<file path="src/rtl/ascon_job_arbiter.sv">
// ascon_job_arbiter: round-robin arbiter that runs one requester's job at a time through a shared ASCON cipher core.
module ascon_job_arbiter #(
    parameter int BLK_SIZE   = 64,
    parameter int NONCE_SIZE = 128,
    parameter int CNT_W      = 16
) (
    input  logic                    clk,
    input  logic                    rst,
    input  logic [1:0]              req_valid,
    output logic [1:0]              req_ready,
    input  logic [2*NONCE_SIZE-1:0] req_nonce,
    input  logic [2*CNT_W-1:0]      req_nblk,
    input  logic                    pt_valid,
    output logic                    pt_ready,
    input  logic [BLK_SIZE-1:0]     pt_data,
    output logic                    ct_valid,
    input  logic                    ct_ready,
    output logic [BLK_SIZE-1:0]     ct_data,
    output logic                    ct_last,
    output logic                    tag_valid,
    output logic [127:0]            tag,
    output logic                    job_id,
    output logic                    c_start,
    output logic [NONCE_SIZE-1:0]   c_nonce,
    output logic                    c_pt_valid,
    input  logic                    c_pt_ready,
    output logic [BLK_SIZE-1:0]     c_pt,
    input  logic [BLK_SIZE-1:0]     c_ct,
    input  logic                    c_ct_valid,
    output logic                    c_ct_ready,
    output logic                    c_ct_last,
    input  logic [127:0]            c_tag,
    input  logic                    c_busy
);
    typedef enum logic [2:0] {IDLE, START, STREAM, DRAIN, TAG} state_t;
    state_t state, state_nx;
    logic ptr, gnt, any_req, in_done, at_last;
    logic [CNT_W-1:0] in_cnt, out_cnt, nblk_q;
    logic [NONCE_SIZE-1:0] nonce_q;
    logic [127:0] tag_q;
    assign any_req = |req_valid;
    assign gnt = (req_valid == 2'b11) ? ptr : req_valid[1];
    assign at_last = out_cnt == nblk_q;
    assign c_nonce = nonce_q;
    assign c_pt = pt_data;
    assign ct_data = c_ct;
    assign c_ct_last = ct_last;
    assign tag = tag_q;
    always_comb begin
        state_nx = state;
        req_ready = 2'b00;
        c_start = 1'b0;
        pt_ready = 1'b0;
        c_pt_valid = 1'b0;
        ct_valid = 1'b0;
        c_ct_ready = 1'b0;
        ct_last = 1'b0;
        tag_valid = 1'b0;
        case (state)
            IDLE: begin
                // gated by rst so no ready escapes while reset is held
                req_ready = {gnt, ~gnt} & {2{any_req & rst}};
                state_nx = any_req ? START : IDLE;
            end
            START: begin
                c_start = 1'b1;
                state_nx = STREAM;
            end
            STREAM: begin
                pt_ready = c_pt_ready & ~in_done;
                c_pt_valid = pt_valid & ~in_done;
                ct_valid = c_ct_valid;
                c_ct_ready = ct_ready;
                ct_last = at_last;
                state_nx = (c_ct_valid & ct_ready & at_last) ? DRAIN : STREAM;
            end
            DRAIN: state_nx = c_busy ? DRAIN : TAG;
            TAG: begin
                tag_valid = 1'b1;
                state_nx = IDLE;
            end
            default: state_nx = IDLE;
        endcase
    end
    // in_done stands in for in_cnt = nblk+1 so a full 2^CNT_W-block job never wraps
    always_ff @(posedge clk or negedge rst) begin
        if (!rst) begin
            state <= IDLE;
            ptr <= 1'b0;
            job_id <= 1'b0;
            nonce_q <= '0;
            nblk_q <= '0;
            in_cnt <= '0;
            out_cnt <= '0;
            in_done <= 1'b0;
            tag_q <= '0;
        end else begin
            state <= state_nx;
            if (state == IDLE && any_req) begin
                job_id <= gnt;
                nonce_q <= gnt ? req_nonce[2*NONCE_SIZE-1:NONCE_SIZE] : req_nonce[NONCE_SIZE-1:0];
                nblk_q <= gnt ? req_nblk[2*CNT_W-1:CNT_W] : req_nblk[CNT_W-1:0];
                in_cnt <= '0;
                out_cnt <= '0;
                in_done <= 1'b0;
            end
            if (pt_valid & pt_ready) begin
                if (in_cnt == nblk_q) in_done <= 1'b1;
                else in_cnt <= in_cnt + 1'b1;
            end
            if (c_ct_valid & c_ct_ready & ~at_last) out_cnt <= out_cnt + 1'b1;
            if (state == DRAIN && !c_busy) tag_q <= c_tag;
            if (state == TAG) ptr <= ~job_id;
        end
    end
endmodule
</file>
<file path="config.mk">
export PLATFORM = sky130hd
export DESIGN_NAME = ascon_job_arbiter
export DESIGN_NICKNAME = d
export VERILOG_FILES = /design/src/rtl/ascon_job_arbiter.sv
export SDC_FILE = /design/constraint.sdc
export NUM_CORES = 1
export LEC_CHECK = 0
export BUFFER_PORTS_ARGS = -buffer_cell sky130_fd_sc_hd__buf_2
export CORE_AREA = 2 2 370 372
export DETAILED_ROUTE_END_ITERATION = 6
export DIE_AREA = 0 0 372 374
export PLACE_DENSITY = 0.36
export REMOVE_ABC_BUFFERS = 1
export SYNTH_ARGS = -nofsm -noshare
export SYNTH_HDL_FRONTEND = slang
export SYNTH_SLANG_ARGS = --single-unit
</file>
<file path="constraint.sdc">
create_clock -name clk -period 2.1 [get_ports clk]
set_input_delay 0.42 -clock clk [delete_from_list [all_inputs] [get_ports clk]]
set_output_delay 0.42 -clock clk [all_outputs]
set_load 0.01 [all_outputs]
</file>
======== Word-level counts from Yosys, hierarchy flattened ========
Cells that the tools add are included.
operators by class
  add/sub/neg operators ................... 2
  equality and inequality tests ........... 7
  mux-type cells .......................... 23
  bitwise operators ....................... 13
  reduce and logical (&&, ||, !) cells .... 6
operator list
  operator                                                               count
  128-bit 2-to-1 mux                                                     1
  16-bit 2-to-1 mux                                                      6
  16-bit by 1-bit adder with 16-bit output, second input constant        2
  16-bit equality test                                                   2
  1-bit 2-to-1 mux                                                       13
  3-bit one-hot mux with 4 select lines                                  1
  1-bit AND                                                              8
  3-bit by 2-bit equality test with 1-bit output, second input constant  2
  1-bit inverter                                                         4
  3-bit by 1-bit equality test with 1-bit output, second input constant  1
  3-bit equality test, second input constant                             1
  3-bit zero test                                                        1
  3-bit 2-to-1 mux                                                       1
  2-bit AND                                                              1
  2-bit equality test, second input constant                             1
  1-bit logical AND                                                      2
  2-bit 2-to-1 mux                                                       1
  2-bit nonzero test                                                     1
  2-bit OR reduction                                                     1
  1-bit zero test                                                        1
storage, ports and cells
  register bits after elaboration ......... 310
  input port bits ......................... 553
  output and inout port bits .............. 395
  word-level logic and storage cells ...... 60

======== Depth between registers and ports, before layout ========
Gate-level depths: netlist of run 1.
  depth after elaboration ................. 5
  mapped depth ............................ 10
  mapped depth without buffers ............ 6

======== Least setup slack after synthesis of run 1 ========
No wires, ideal clock.
  kind .................................... register -> register
  from .................................... register state[2]
  to ...................................... register in_cnt[3]
  library setup time ...................... 139 ps
  data arrival time ....................... 1804 ps
  data required time ...................... 1961 ps
  slack ................................... 157 ps
  cell stages (with the launch flop) ...... 8
  buffers on the path ..................... 2
  clock period less this slack ............ 1943 ps
  path through ............................ dfrtp_1 buf_6 or3b_4 nor3b_4 nand2_2 clkbuf_8 o311ai_0 o31ai_1
between the ends
  elaborated cells on any way between the ends .. 8
  classes of those cells .................. 1 x eq/ne; 4 x mux; 1 x bitwise; 2 x reduce/logical
RTL lines
  what                                            RTL line  RTL
  start: declaration                              36        state_t state, state_nx;
  start signal: assignment                        98        state <= state_nx;
  3-bit by 2-bit equality test with 1-bit output  59        case (state)
  1-bit 2-to-1 mux                                59
  net pt_ready                                    14        output logic pt_ready,
  1-bit AND                                       107       if (pt_valid & pt_ready) begin
  16-bit 2-to-1 mux                               107
  end signal: assignment                          109       else in_cnt <= in_cnt + 1'b1;
  end: declaration                                38        logic [CNT_W-1:0] in_cnt, out_cnt, nblk_q;
The timed path passes the listed nets, and every way through them passes these cells.
A chain may end at the register's enable or synchronous reset.

======== Worst setup path after layout of run 1 ========
  from .................................... register out_cnt[4]
  to ...................................... output ct_last
between the ends
  word-level cells in the longest chain between the ends .. 2
RTL lines
  what                      RTL line  RTL
  start: declaration        38
  start signal: assignment  111       if (c_ct_valid & c_ct_ready & ~at_last) out_cnt <= out_cnt + 1'b1;
  16-bit equality test      43        assign at_last = out_cnt == nblk_q;
  1-bit 2-to-1 mux          59
  end: declaration          19        output logic ct_last,
No other way between the ends.

==> results.txt, run 1 <==
status -> finished, violations left
violated checks -> negative setup slack
critical path type -> flip-flop to output pin
Cell Area, Synth -> 14700 µm²
Hold Crit Class -> input pin to flip-flop
Fmax -> 394 MHz
initial antenna violation count -> 10
clock slew seen by the registers of the worst setup and hold paths -> 0.06 ns
# DRC -> 0
drt first pass iters -> 5
area of the die -> 139000 µm²
Mean Syn Cell Area -> 11.4 µm²
post-synth top area share -> 52.9%
Yosys cell types -> 44
Post-Syn Instances -> 1289
PwrDens -> 1310 nW/µm²
Die Wd -> 372 µm
Critical Path Source Type -> flip-flop
CTS tree -> built
Lkg Pwr -> 11.0 nW
Setup Viol. Count Final -> 6
Final Util -> 16.9%
GR Util All Layers -> 12.3%
total number of vias -> 12900
EDFF count, synth -> 0
initial core utilization -> 10.9%
nets -> 2602
Num CTS Buffers -> 43
proportion of layout cells with a drive suffix above 1 -> 49.9%
top_reg_cell synth -> dfrtp_1
Min Hold Slack -> 0.0770 ns
Syn-to-layout area delta -> 55.4%
dpl hpwl -> 71000 µm
largest net degree at the start of global routing -> 93
fillers -> 15100
Die Height -> 374 µm
final worst setup slack -> -0.441 ns
RSZ-0062 raised after global routing -> yes
actual slew at the worst max-slew pin -> 0.584 ns
Synth area leaders -> dfrtp_1 53%, mux2i_1 11%, mux2_2 9.9%
Setup Skew -> 0.0226 ns
IO Pins -> 948
RD Place Congestion -> 0.839
reg-to-reg slack, setup -> 0.07 ns
Num Clock Sinks -> 310
1st-iter DRT viols -> 625
peak supply drop -> 0.458 mV
Slew Viols, Final -> 0
WP data required -> 1.68 ns
critical path arrival -> 2.12 ns
async set-or-reset flop fraction in the synthesized netlist -> 100%
Slew headroom -> 61.0%
Tot Pwr -> 29.9 mW
vias in the first global route -> 13000
fin cells -> 3857
sequential area share after synthesis -> 52.9%
max capacitance violation total -> 0
critical-path maximum fanout -> 2
vias per cell -> 3.35
routed length per instance -> 23.0 µm
Core ar. -> 135000 µm²
Yosys Warn Count -> 0
Fin. Hold Viols -> 0
largest area contributor in the synthesized netlist -> dfrtp_1
H-tree levels -> 2
Detail Route Antenna Nets -> 0
Final period util -> 121%
Crit. End Element -> output pin
worst-skew pair later-pin latency -> 0.59 ns
FF+latch count, synth -> 310
CTS root buf -> clkbuf_16
Final min period -> 2.54 ns
num rows -> 135
DRT Wirelength -> 88800 µm
gr ovfl total -> 0
first-pass GRT wire length -> 116000 µm
Port Buffers -> 691
Max clock buf depth -> 3
placed insts -> 3671
## layout by cell type (no fill, tap or decap), types with 19 or more instances in the layout
cell type,netlist,layout
buf_2,32,683
dfrtp_1,310,310
nand2_1,177,175
mux2i_1,157,157
o21ai_0,141,140
mux2_2,129,129
dlygate4sd3_1,0,99
buf_4,130,97
clkbuf_16,0,43
buf_6,3,19
## sequential cells by signal (all words and copies together), names as in the netlist
register / flops
nblk_q: 16
in_done: 1
c_nonce: 128
ptr: 1
in_cnt: 16
job_id: 1
state: 3
out_cnt: 16
tag: 128
## metrics by stage
| stage | TNS (ns) | setup slack, ns | instance area, µm² |
|---|---|---|---|
| floorplan | -2348.76 | -8.77 | 13300 |
| global placement | -0.0549 | -0.0306 | 20100 |
| detailed placement | -0.156 | -0.0640 | 20100 |
| CTS | -5.51 | -0.570 | 22700 |
| global route | -2.54 | -0.574 | 22800 |
| finish | -1.74 | -0.441 | 22800 |
## power breakdown
group	internal (mW)	switching (mW)
combinational	5.43	7.02
sequential	8.66	1.47
clock	4.28	2.99
## Yosys cell counts (4+ instances only)
cell and instances:
dfrtp_1 310, nand2_1 177, mux2i_1 157, o21ai_0 141
buf_4 130, mux2_2 129, buf_2 32, clkbuf_1 31
xnor2_1 17, nand3_1 16, xor2_1 16, nor4_1 15
nor2_1 13, nand4_1 9, nor3_1 8, o21ai_1 8
o31ai_1 8, a21oi_1 7, and3_1 6, a221o_1 5
and2_1 5, buf_1 5, or4_1 5, and4_1 4
o211ai_1 4
## worst max-delay path, stage by stage, from the launching register on
cell     delay [ns]
dfrtp_1        0.39
xor2_1         0.17
nor4_2         0.29
buf_4          0.16
nand4_1        0.17
nor2_4         0.23
buf_6          0.13
## cells by family (layout without fill, tap and decap cells)
kind of cell               count (synthesis)  in the layout  synth area share (%)
AOI/OAI and AO/OA                        180            180                  6.68
xor gates and xnor gates                  33             33                  1.97
adders and majority gates                  2              2                 0.171
buffers and inverters                    206            990                  9.17
DFF                                      310            310                  52.9
muxes                                    286            286                  20.6
other                                      0              3                     0
and+or+nand+nor                          272            272                  8.47
## layer usage
layer | wire, µm | share of wire (%) | vias up | global-route usage [%]
met3 | 14500 | 16 | 88 | 9.43
li1 | - | - | 5873 | -
met2 | 35000 | 39 | 856 | 16.5
met4 | 1390 | 1.6 | 30 | 2.41
met1 | 36700 | 41 | 6089 | 14.8
met5 | 1300 | 1.5 | - | 6.36
## final cells by class
cell class                 count  area [µm²]  share of cell area, %
sequential                   310        7760                   34.1
inverter                       3        11.3                 0.0494
timing repair buffer         916        5720                   25.1
clock buffer                  63        1230                   5.40
antenna                        3        7.51                 0.0330
clock inverter                 8         111                  0.489
multi-input combinational    773        5710                   25.1
tap                         1781        2230                   9.78
## repair_timing
item                                    in CTS  in global routing
cloned                                       1                  0
hold buffers                                99                  0
endpoints found under the setup margin      10                 26
endpoints found under the hold margin      167                  0
pin swaps                                   16                  9
buffers inserted                            14                  5
resized for setup                           41                 17
## final timing paths
path | cells after the start | end | start
max reg2reg | 6 | in_cnt[9]$_DFF_PN0_ | state[0]$_DFF_PN0_
max in group asynchronous | 3 | c_nonce[119]$_DFFE_PN0P_ | rst
min reg2reg | 2 | c_nonce[12]$_DFFE_PN0P_ | c_nonce[12]$_DFFE_PN0P_
min in group asynchronous | 2 | tag[61]$_DFFE_PN0P_ | rst
max | 6 | ct_last | out_cnt[4]$_DFFE_PN0P_
min | 2 | tag[62]$_DFFE_PN0P_ | c_tag[62]
No activity file was read; power rests on OpenSTA's default activity.
==> run 2, diff against run 1 <==
==> constraint.sdc (replaced) <==
create_clock -name clk -period 2.7 [get_ports clk]
set_input_delay 0.54 -clock clk [delete_from_list [all_inputs] [get_ports clk]]
set_output_delay 0.54 -clock clk [all_outputs]
set_load 0.01 [all_outputs]
==> results.txt, run 2 (synthesized netlist as in run 1, its figures left out) <==
Core ar. -> 135000 µm²
Lkg Pwr -> 10.2 nW
Slew headroom -> 42.2%
max capacitance violation total -> 0
Final min period -> 2.67 ns
Critical Path Source Type -> flip-flop
Clock Power Share -> 26.1%
critical path type -> flip-flop to output pin
num rows -> 135
first-pass GRT wire length -> 115000 µm
GR Util All Layers -> 12.2%
sw frac -> 38.6%
Int Power -> 14.0 mW
proportion of layout cells with a drive suffix above 1 -> 50.4%
commonest cells after routing, fill and taps aside -> 688 x buf_2, 304 x dfrtp_1, 177 x nand2_1, 157 x mux2i_1, 141 x o21ai_0
Setup Skew -> 0.0155 ns
Die Wd -> 372 µm
initial antenna violation count -> 23
Syn-to-layout area delta -> 44.2%
actual slew at the worst max-slew pin -> 0.866 ns
critical-path maximum fanout -> 2
routed length per instance -> 23.7 µm
Setup Viol. Count Final -> 0
# DRC -> 0
H-tree levels -> 2
initial core utilization -> 10.9%
IO Pins -> 948
RSZ-0062 raised after global routing -> yes
worst-skew pair later-pin latency -> 0.60 ns
CTS root buf -> clkbuf_16
combinational power share -> 38.8%
Final period util -> 98.8%
Slew Viols, Final -> 0
Crit. End Element -> output pin
CTS tree -> built
switching power -> 8.78 mW
largest net degree at the start of global routing -> 105
peak supply drop -> 0.377 mV
DRT Wirelength -> 87700 µm
critical path arrival -> 2.13 ns
drt first pass iters -> 5
vias in the first global route -> 12300
Fin. Hold Viols -> 0
Setup WS pre-CTS -> 0.338 ns
Hold Crit Class -> input pin to flip-flop
WP data required -> 2.16 ns
Fmax -> 375 MHz
area of the die -> 139000 µm²
nets -> 2434
PwrDens -> 1080 nW/µm²
Num Clock Sinks -> 310
vias per cell -> 3.36
fin cells -> 3694
Port Buffers -> 691
commonest non-fill, non-tap cell in the layout -> buf_2
clock slew seen by the registers of the worst setup and hold paths -> 0.06 ns
placed insts -> 3601
Max clock buf depth -> 3
total number of vias -> 12400
Die Height -> 374 µm
RD Place Congestion -> 0.808
status -> complete, no violations
gr ovfl total -> 0
1st-iter DRT viols -> 690
Num CTS Buffers -> 44
share of power burned in registers -> 35.0%
fillers -> 15200
final worst setup slack -> 0.0334 ns
dpl hpwl -> 69400 µm
Detail Route Antenna Nets -> 0
[run 2: cell types whose count changed in the layout (fill, tap and decap cells not counted), sizes merged]
cell         before  now
bufinv            2    3
dlygate4sd3      99    1
clkbuf           63   64
diode             3    4
buf             816  746
bufbuf            1    0
clkinvlp          1    0
clkinv            3    7
[run 2: metrics by stage]
step / utilization (%) / area [µm²] / setup TNS, ns / total power [mW] / hold slack, ns
6_report: 15.7 / 21100 / 0 / 22.7 / 0.174
5_1_grt: 15.7 / 21100 / -0.272 / 24.4 / 0.113
4_1_cts: 15.6 / 21000 / -0.139 / 23.3 / 0.0897
3_5_place_dp: 14.5 / 19500 / 0 / 17.0 / 0.461
3_3_place_gp: 14.5 / 19500 / 0 / 17.0 / 0.457
2_1_floorplan: - / 13300 / -2204.64 / 12.5 / 0.244
[run 2: metal layers]
layer	vias to the layer above	part of all wire, %	track usage (%)
met5	-	1.7	6.96
met4	50	1.9	2.66
met3	117	17	9.85
met2	906	39	16.1
met1	5796	41	14.4
li1	5542	-	-
[run 2: repair_timing]
action                                  CTS  global route
setup buffers                             5             7
endpoints found under the setup margin    3             4
pin swaps                                 5             7
gates resized for setup                   7            11
hold buffers                              1             0
endpoints found under the hold margin    18             0
[run 2: final cells by class]
class | count | area [µm²] | share of cell area (%)
Clock buffer | 64 | 1280 | 6.04
Sequential cell | 310 | 7760 | 36.7
Clock inverter | 12 | 161 | 0.763
Inverter | 3 | 11.3 | 0.0532
Timing Repair Buffer | 747 | 4050 | 19.2
Tap cell | 1781 | 2230 | 10.5
Multi-Input combinational cell | 773 | 5640 | 26.7
Antenna cell | 4 | 10.0 | 0.0473
[run 2: power groups by stage]
stage | Clock (mW) | Combinational [mW] | Sequential [mW]
after floorplan | 0 | 3.74 | 8.78
after global placement | 0 | 8.97 | 8.01
after detailed placement | 0 | 8.97 | 8.04
after CTS | 6.27 | 9.04 | 7.99
after global routing | 6.41 | 9.69 | 8.27
final | 5.94 | 8.83 | 7.97
[run 2: final timing paths]
check | startpoint | endpoint | slack (ns) | cells past startpoint
min | c_tag[26] | tag[26]$_DFFE_PN0P_ | 0.17 | 2
max reg2reg | state[2]$_DFF_PN0_ | in_cnt[11]$_DFF_PN0_ | 0.55 | 5
min in group asynchronous | rst | tag[18]$_DFFE_PN0P_ | 0.45 | 2
max | out_cnt[2]$_DFFE_PN0P_ | ct_last | 0.03 | 5
min reg2reg | c_nonce[95]$_DFFE_PN0P_ | c_nonce[95]$_DFFE_PN0P_ | 0.47 | 2
max in group asynchronous | rst | c_nonce[67]$_DFFE_PN0P_ | 1.07 | 3
[run 2: worst max-delay path: stages (launching register included)]
cell     delay (ns)
dfrtp_2        0.42
xor2_2         0.19
nor4_4         0.34
nand4_1        0.24
nor2_4         0.22
buf_6          0.13
